`config.mk`:
```
export PLATFORM = sky130hd
export DESIGN_NAME = arb2_mux_flat
export DESIGN_NICKNAME = d
export VERILOG_FILES = /design/src/rtl/arb2_pkg.sv /design/src/rtl/arb2_mux_if.sv /design/src/rtl/mux2_w.sv /design/src/rtl/arb2_mux.sv /design/src/flat_wrapper.sv
export SDC_FILE = /design/constraint.sdc
export NUM_CORES = 1
export LEC_CHECK = 0
export BUFFER_PORTS_ARGS = -buffer_cell sky130_fd_sc_hd__clkbuf_2
export CELL_PAD_IN_SITES_DETAIL_PLACEMENT = 0
export CELL_PAD_IN_SITES_GLOBAL_PLACEMENT = 1
export CORE_ASPECT_RATIO = 0.7
export CORE_MARGIN = 1.5
export CORE_UTILIZATION = 34
export DETAILED_ROUTE_END_ITERATION = 6
export PLACE_DENSITY = 0.9
export SYNTH_ARGS = -nofsm -noshare
export SYNTH_HDL_FRONTEND = slang
export SYNTH_HIERARCHICAL = 1
export SYNTH_SLANG_ARGS = --single-unit
```
`constraint.sdc`:
```
create_clock -name clk -period 4.9 [get_ports clk]
set_input_delay 0.98 -clock clk [delete_from_list [all_inputs] [get_ports clk]]
set_output_delay 0.98 -clock clk [all_outputs]
set_load 0.005 [all_outputs]
```
`src/rtl/arb2_pkg.sv`:
```
// Shared types for the two-port round-robin arbiter: FSM state, port
// indices and the one-hot grant helper.
package arb2_pkg;

  typedef enum logic [1:0] {
    IDLE = 2'd0,
    G0   = 2'd1,
    G1   = 2'd2
  } arb_state_e;

  localparam logic P0 = 1'b0;
  localparam logic P1 = 1'b1;

  // One-hot grant vector for a port index.
  function automatic logic [1:0] onehot2(input logic p);
    return p ? 2'b10 : 2'b01;
  endfunction

endpackage

```
`src/rtl/arb2_mux_if.sv`:
```
// Bundle of both upstream valid/ready channels, the shared downstream
// channel and the arbiter status (select, grant).
interface arb2_mux_if #(
  parameter int WIDTH = 8
);
  logic             d0_valid;
  logic [WIDTH-1:0] d0_data;
  logic             d0_ready;
  logic             d1_valid;
  logic [WIDTH-1:0] d1_data;
  logic             d1_ready;
  logic             y_valid;
  logic [WIDTH-1:0] y_data;
  logic             y_ready;
  logic             s;
  logic [1:0]       grant;

  // Arbiter side.
  modport slave (
    input  d0_valid, d0_data, d1_valid, d1_data, y_ready,
    output d0_ready, d1_ready, y_valid, y_data, s, grant
  );

  // Producer/consumer side (environment).
  modport master (
    output d0_valid, d0_data, d1_valid, d1_data, y_ready,
    input  d0_ready, d1_ready, y_valid, y_data, s, grant
  );
endinterface

```
`src/rtl/mux2_w.sv`:
```
// WIDTH-bit 2:1 combinational mux for the arbiter payload.
module mux2_w #(
  parameter int WIDTH = 8
) (
  input  logic             s,
  input  logic [WIDTH-1:0] d0,
  input  logic [WIDTH-1:0] d1,
  output logic [WIDTH-1:0] y
);

  // Pure select, no registering: payload latency is zero.
  always_comb y = s ? d1 : d0;

endmodule

```
`src/rtl/arb2_mux.sv`:
```
// Two-requester round-robin arbiter in front of one valid/ready consumer.
// A grant lasts until the owner drops valid or, while the other side is
// waiting, until MAX_HOLD beats have been accepted. The switch happens on
// the accepting edge, so contended traffic flows at one beat per cycle.
module arb2_mux
  import arb2_pkg::*;
#(
  parameter int WIDTH    = 8,
  parameter int MAX_HOLD = 4
) (
  input logic         clk,
  input logic         rst,
  arb2_mux_if.slave   bus
);

  localparam int             CW      = $clog2(MAX_HOLD) + 1;
  localparam logic [CW-1:0]  CNT_TOP = CW'(MAX_HOLD - 1);

  arb_state_e    state_q, state_d;
  logic          last_q, last_d;
  logic [CW-1:0] cnt_q, cnt_d;
  logic          s_hold_q;

  logic granted, cur, valid_cur, other_valid, fire, sel;

  // Decode current owner and the handshake of the granted side.
  always_comb begin
    granted     = (state_q != IDLE);
    cur         = (state_q == G1) ? P1 : P0;
    valid_cur   = cur ? bus.d1_valid : bus.d0_valid;
    other_valid = cur ? bus.d0_valid : bus.d1_valid;
    fire        = granted & valid_cur & bus.y_ready;
    // Select follows the owner; when idle it keeps its previous value.
    sel         = granted ? cur : s_hold_q;
  end

  // Channel outputs: readys pass y_ready straight through to the owner.
  always_comb begin
    bus.s        = sel;
    bus.grant    = granted ? onehot2(cur) : 2'b00;
    bus.y_valid  = granted & valid_cur;
    bus.d0_ready = (state_q == G0) & bus.y_ready;
    bus.d1_ready = (state_q == G1) & bus.y_ready;
  end

  mux2_w #(.WIDTH(WIDTH)) u_mux (
    .s  (sel),
    .d0 (bus.d0_data),
    .d1 (bus.d1_data),
    .y  (bus.y_data)
  );

  // Next-state: grant hand-off, release to idle, and hold-count tracking.
  always_comb begin
    state_d = state_q;
    last_d  = last_q;
    cnt_d   = cnt_q;
    unique case (state_q)
      IDLE: begin
        cnt_d = '0;
        if (bus.d0_valid && bus.d1_valid) state_d = last_q ? G0 : G1;
        else if (bus.d0_valid)            state_d = G0;
        else if (bus.d1_valid)            state_d = G1;
      end
      G0, G1: begin
        if ((fire && cnt_q == CNT_TOP && other_valid) ||
            (!valid_cur && other_valid)) begin
          // Hold budget spent, or owner went quiet: hand over with no bubble.
          state_d = cur ? G0 : G1;
          cnt_d   = '0;
          last_d  = cur;
        end else if (!valid_cur) begin
          state_d = IDLE;
          cnt_d   = '0;
          last_d  = cur;
        end else if (fire && cnt_q != CNT_TOP) begin
          // Saturate rather than wrap when uncontended.
          cnt_d = cnt_q + CW'(1);
        end
      end
      default: state_d = IDLE;
    endcase
  end

  // State register; last=1 on reset so port 0 wins the first tie.
  always_ff @(posedge clk) begin
    if (rst) begin
      state_q  <= IDLE;
      last_q   <= 1'b1;
      cnt_q    <= '0;
      s_hold_q <= 1'b0;
    end else begin
      state_q  <= state_d;
      last_q   <= last_d;
      cnt_q    <= cnt_d;
      s_hold_q <= sel;
    end
  end

endmodule

```
`src/flat_wrapper.sv`:
```
// flat-port wrapper written by rule: the top's interface ports become plain ports
module arb2_mux_flat import arb2_pkg::*;
#(
  parameter int WIDTH    = 8,
  parameter int MAX_HOLD = 4
)
  (clk, rst, bus_d0_valid, bus_d0_data, bus_d1_valid, bus_d1_data, bus_y_ready, bus_d0_ready, bus_d1_ready, bus_y_valid, bus_y_data, bus_s, bus_grant);
  arb2_mux_if #(.WIDTH(WIDTH)) bus_i ();
  input logic clk;
  input logic rst;
  input wire logic [$bits(bus_i.d0_valid)-1:0] bus_d0_valid;
  input wire logic [$bits(bus_i.d0_data)-1:0] bus_d0_data;
  input wire logic [$bits(bus_i.d1_valid)-1:0] bus_d1_valid;
  input wire logic [$bits(bus_i.d1_data)-1:0] bus_d1_data;
  input wire logic [$bits(bus_i.y_ready)-1:0] bus_y_ready;
  output wire logic [$bits(bus_i.d0_ready)-1:0] bus_d0_ready;
  output wire logic [$bits(bus_i.d1_ready)-1:0] bus_d1_ready;
  output wire logic [$bits(bus_i.y_valid)-1:0] bus_y_valid;
  output wire logic [$bits(bus_i.y_data)-1:0] bus_y_data;
  output wire logic [$bits(bus_i.s)-1:0] bus_s;
  output wire logic [$bits(bus_i.grant)-1:0] bus_grant;
  assign bus_i.d0_valid = bus_d0_valid;
  assign bus_i.d0_data = bus_d0_data;
  assign bus_i.d1_valid = bus_d1_valid;
  assign bus_i.d1_data = bus_d1_data;
  assign bus_i.y_ready = bus_y_ready;
  assign bus_d0_ready = bus_i.d0_ready;
  assign bus_d1_ready = bus_i.d1_ready;
  assign bus_y_valid = bus_i.y_valid;
  assign bus_y_data = bus_i.y_data;
  assign bus_s = bus_i.s;
  assign bus_grant = bus_i.grant;
  arb2_mux #(.WIDTH(WIDTH), .MAX_HOLD(MAX_HOLD)) u_core (.clk(clk), .rst(rst), .bus(bus_i));
endmodule
```
# Word-level counts from Yosys, hierarchy flattened
# Cells that the tools add are included.
op_classes:
  addsub: 1
  n_mul: 0
  n_div: 0
  n_lt_le_gt_ge: 0
  n_eq_ne: 8
  shift: 0
  mux: 21
  bitwise: 4
  n_reduce_logical: 14
ops:
  columns: ["op", "count"]
  rows:
  - ["$mux 2", 9]
  - ["$mux 3", 3]
  - ["$mux 8", 1]
  - ["$mux 1", 6]
  - ["$pmux 3 s2", 1]
  - ["$reduce_and 2->1", 3]
  - ["$logic_and 1x1->1", 5]
  - ["$and 1x1->1", 4]
  - ["$ne 4x3->1 const B", 1]
  - ["$ne 4x4->1 const B", 1]
  - ["$pmux 2 s2", 1]
  - ["$reduce_bool 2->1", 2]
  - ["$add 3x1->3 const B", 1]
  - ["$eq 3x2->1 const B", 1]
  - ["$ne 3x2->1 const B", 1]
  - ["$ne 3x3->1 const B", 1]
  - ["$eq 2x1->1 const B", 1]
  - ["$eq 2x2->1 const B", 1]
  - ["$logic_not 2->1", 1]
  - ["$ne 2x2->1 const B", 1]
  - ["$reduce_or 2->1", 1]
  - ["$logic_not 1->1", 1]
  - ["$logic_or 1x1->1", 1]
word_totals:
  reg_bits: 7
  latchBits: 0
  ramBits: 0
  rom_bits: 0
  wordCells: 52
  n_memories: 0

# Longest topological paths before layout
logic_depth:
  word_depth: 10
  mapped_depth: 7
  depth_no_buf: 6

# Cells and area by module
# The synthesis kept the hierarchy.
by_module_without_submodules:
  columns: ["mod", "instances", "cells_per_inst", "area_each_um2", "seq_area_each_um2"]
  rows:
  - ["arb2_mux", 1, 65, 560.5, 140.1]
  - ["mux2_w", 1, 9, 131.4, 0.0]

# Least setup slack after synthesis
# Ideal clock, no wire load.
synth_path:
  path_type: "flip-flop to output port"
  start: "register u_core.state_q[0]"
  end: "output bus_y_data[0]"
  t_arrival_ns: 1.526
  required_ns: 3.920
  path_slack_ns: 2.394
  path_stages_with_launch: 7
  path_buffers: 2
  path_cell_list: "dfxtp_1 -> inv_1 -> ha_1 -> buf_2 -> mux2_2 -> buf_6 -> mux2_4"
synth_via:
  elab_chain_cells: 4
synth_lines:
  columns: ["item", "line", "text"]
  rows:
  - ["start: declaration", "arb2_mux.sv:19", "arb_state_e state_q, state_d;"]
  - ["start signal: assignment", "arb2_mux.sv:93", "state_q <= state_d;"]
  - ["$eq 2x2->1", "arb2_mux.sv:29", "cur = (state_q == G1) ? P1 : P0;"]
  - ["$mux 1", "arb2_mux.sv:29", null]
  - ["net u_core.cur", "arb2_mux.sv:24", "logic granted, cur, valid_cur, other_valid, fire, sel;"]
  - ["$mux 1", "arb2_mux.sv:34", "sel = granted ? cur : s_hold_q;"]
  - ["net bus_s", "flat_wrapper.sv:20", "output wire logic [$bits(bus_i.s)-1:0] bus_s;"]
  - ["$mux 8", "mux2_w.sv:12", "always_comb y = s ? d1 : d0;"]
  - ["end: declaration", "flat_wrapper.sv:19", "output wire logic [$bits(bus_i.y_data)-1:0] bus_y_data;"]
# The timed path passes the listed nets, and every way through them passes these cells.

# Worst setup path in the final report
layout_path:
  start: "register u_core.state_q[0]"
  end: "output bus_y_data[4]"
layout_via:
  elab_chain_cells: 4
layout_lines:
  columns: ["item", "line"]
  rows:
  - ["$eq 2x2->1", "arb2_mux.sv:29"]
  - ["$mux 1", "arb2_mux.sv:29"]
  - ["$mux 1 (*)", "arb2_mux.sv:34"]
  - ["$mux 8 (*)", "mux2_w.sv:12"]
# Mark *: on every way between the ends. The rest lies on a longest branch, timed or not.

==> metrics.txt <==
post-layout min period between 3000 and 4000 ps; HP Class flip-flop to flip-flop; CTS H-tree depth 1; Reg area approximately 140 sq um; CTS tree done; CP required roughly 4000 ps; setup violators final 0; Avg Synthesized Cell Area 9.35 sq um; Worst setup EP type primary output; Logic pwr share 52.0%; ANT nets after route 0; Multi-input gate area 502 sq um; FF+latch count, synth 7; Initial Util a little under two fifths; Max Buffers Root-to-Sink 2; register share of total power 27.0%; Worst Max-Slew Pin Slew ~380 ps; Post-Route WL 1590 um; Setup WS pre-CTS ~2200 ps; Vert. Die Dim approximately 41 um; RSZ-0062 raised after global routing no; Fin Setup TNS 0 ps; Worst-Skew Late Latency ~250 ps; yosys warns 6; Async SR Flop Fraction 0%; Post-synth EDFFs 0; clock power share a little over a fifth; Leakage 0.000437 uW; largest cells by area after synthesis dfxtp_1, mux2_4, ha_1; FP Rows 13; Die Wd between 50 and 60 um; layout cells sized above 1 45.9%; CP arrival between 2000 and 2500 ps; area of the mapped netlist 692 sq um; Worst Hold Path Cells 2; post-route DRC violation count 0; 1st-pass router iterations 4; Min Hold Slack 487 ps; post-synth top area share about a fifth; critical path type flip-flop to primary output; gr ovfl total 0; drt initial violations 8; Slew headroom about 74%; postcts setup bufs 0; Switching Share a little under two fifths; Tot GR Track Use between 10% and 20%; final count of hold timing violations 0; Fillers between 150 and 200; CTS sink cnt 7; post-synth top area cell dfxtp_1; cell internal pwr approximately 160 uW; largest net degree at the start of global routing 12; CTS Buf Count 3; synthesis-to-layout area growth 28.4%; DR WL/cell between 10 and 15 um; Diodes inserted 0; cts hold-fix bufs 0; Vias ~660; Worst setup SP type flip-flop; critical path fanouts, max 11; Post-synth top cells mux2_4, dfxtp_1, ha_1, inv_1, nor2_1; R2R depth 6; vias in the first global route around 480; IO buf count 34; layout net count 138; post-synthesis sequential area ratio between 20% and 30%; root buffer cell clkbuf_4; crit share post-route around 62%; core area approximately 1900 sq um; count leader, synth mux2_4; first-pass GRT wire length 2110 um; dpl hpwl 1230 um; GP Congestion 0.825; clk slew on worst S/H paths ~50 ps; I/O pin cnt 35; Pwr Density roughly 280 nW/um^2; initial antenna violation count 0; VDD IR max between 0.1 and 0.15 mV; dominant synthesized flop cell dfxtp_1; Distinct cells, synth 34; switching power 93.5 uW; die area ~2300 sq um; Post-Syn Instances 74; Post-CTS Resized 0; net count after synthesis 102; Clock Skews just over 0.4 ps; status finished, final reports clean; setup ws final roughly 1900 ps; max-cap viol count 0; f_max between 0.3 and 0.4 GHz; Via density roughly 5.0; Final Slew Violations 0
critical path, cell delays in order (launching register included):
cell and delay (ps):
dfxtp_1 330, inv_1 120, ha_1 380, mux2_2 520
mux2_4 340, clkbuf_2 110
flip-flops by register name (all words and copies together) (netlist names):
| signal | count |
|---|---|
| u_core/s_hold_q | 1 |
| u_core/state_q | 2 |
| u_core/last_q | 1 |
| u_core/cnt_q | 3 |
per-stage QoR:
stage                     area (sq um)  util, %  cells  power [uW]
after floorplan                    692        -     74         166
after global placement             862     45.7    127         198
after detailed placement           862     45.7    127         200
after CTS                          888     47.1    131         255
after global routing               888     47.1    131         272
final                              888     47.1    131         253
cell families (layout without fill, tap and decap cells):
family,count (synthesis),in the layout,synth area share (%)
and+or+nand+nor,25,25,22.2
AOI/OAI and AO/OA,16,16,17.2
muxes,10,10,20.4
buffers and inverters,9,44,7.23
adders and majority gates,7,7,12.7
DFF,7,7,20.3
power groups by stage:
stage	combinational [uW]	sequential, uW	clock (uW)
after CTS	131	68.3	55.5
after global routing	145	69.1	58.3
after floorplan	97.8	68.3	0
final	132	68.3	53.0
after global placement	129	69.0	0
after detailed placement	130	69.6	0
placed cells by master (no fill, tap or decap), drive strengths merged, types with 2 or more instances in the layout:
cell    instances
clkbuf         38
mux2            9
ha              7
dfxtp           7
inv             6
nor2            6
nand2           4
o21ai           3
and4b           3
and2            2
or4b            2
a21oi           2
o32ai           2
o22ai           2
path summary, 6_finish.rpt:
kind                     end         startpoint  slack (ps)
max            bus_y_data[4]  u_core/state_q[0]        1860
min          u_core/cnt_q[1]    u_core/cnt_q[1]         490
max reg2reg  u_core/cnt_q[0]  u_core/state_q[0]        2830
min reg2reg  u_core/cnt_q[1]    u_core/cnt_q[1]         490
layer usage:
metal  GRT usage, %  vias up  wire length (um)
li1               -      343                 -
met1           16.9      293               755
met2           19.0       19               739
met3           6.94        0                98
met4           1.74        0                 0
met5              0        -                 0
layout make-up:
class,count,area share (%)
Clock buffer,4,2.96
Inverter,6,2.54
Multi-Input combinational cell,58,56.5
Tap cell,22,3.10
Timing Repair Buffer,34,19.2
Sequential cell,7,15.8
(Power assumes the default switching activity.)
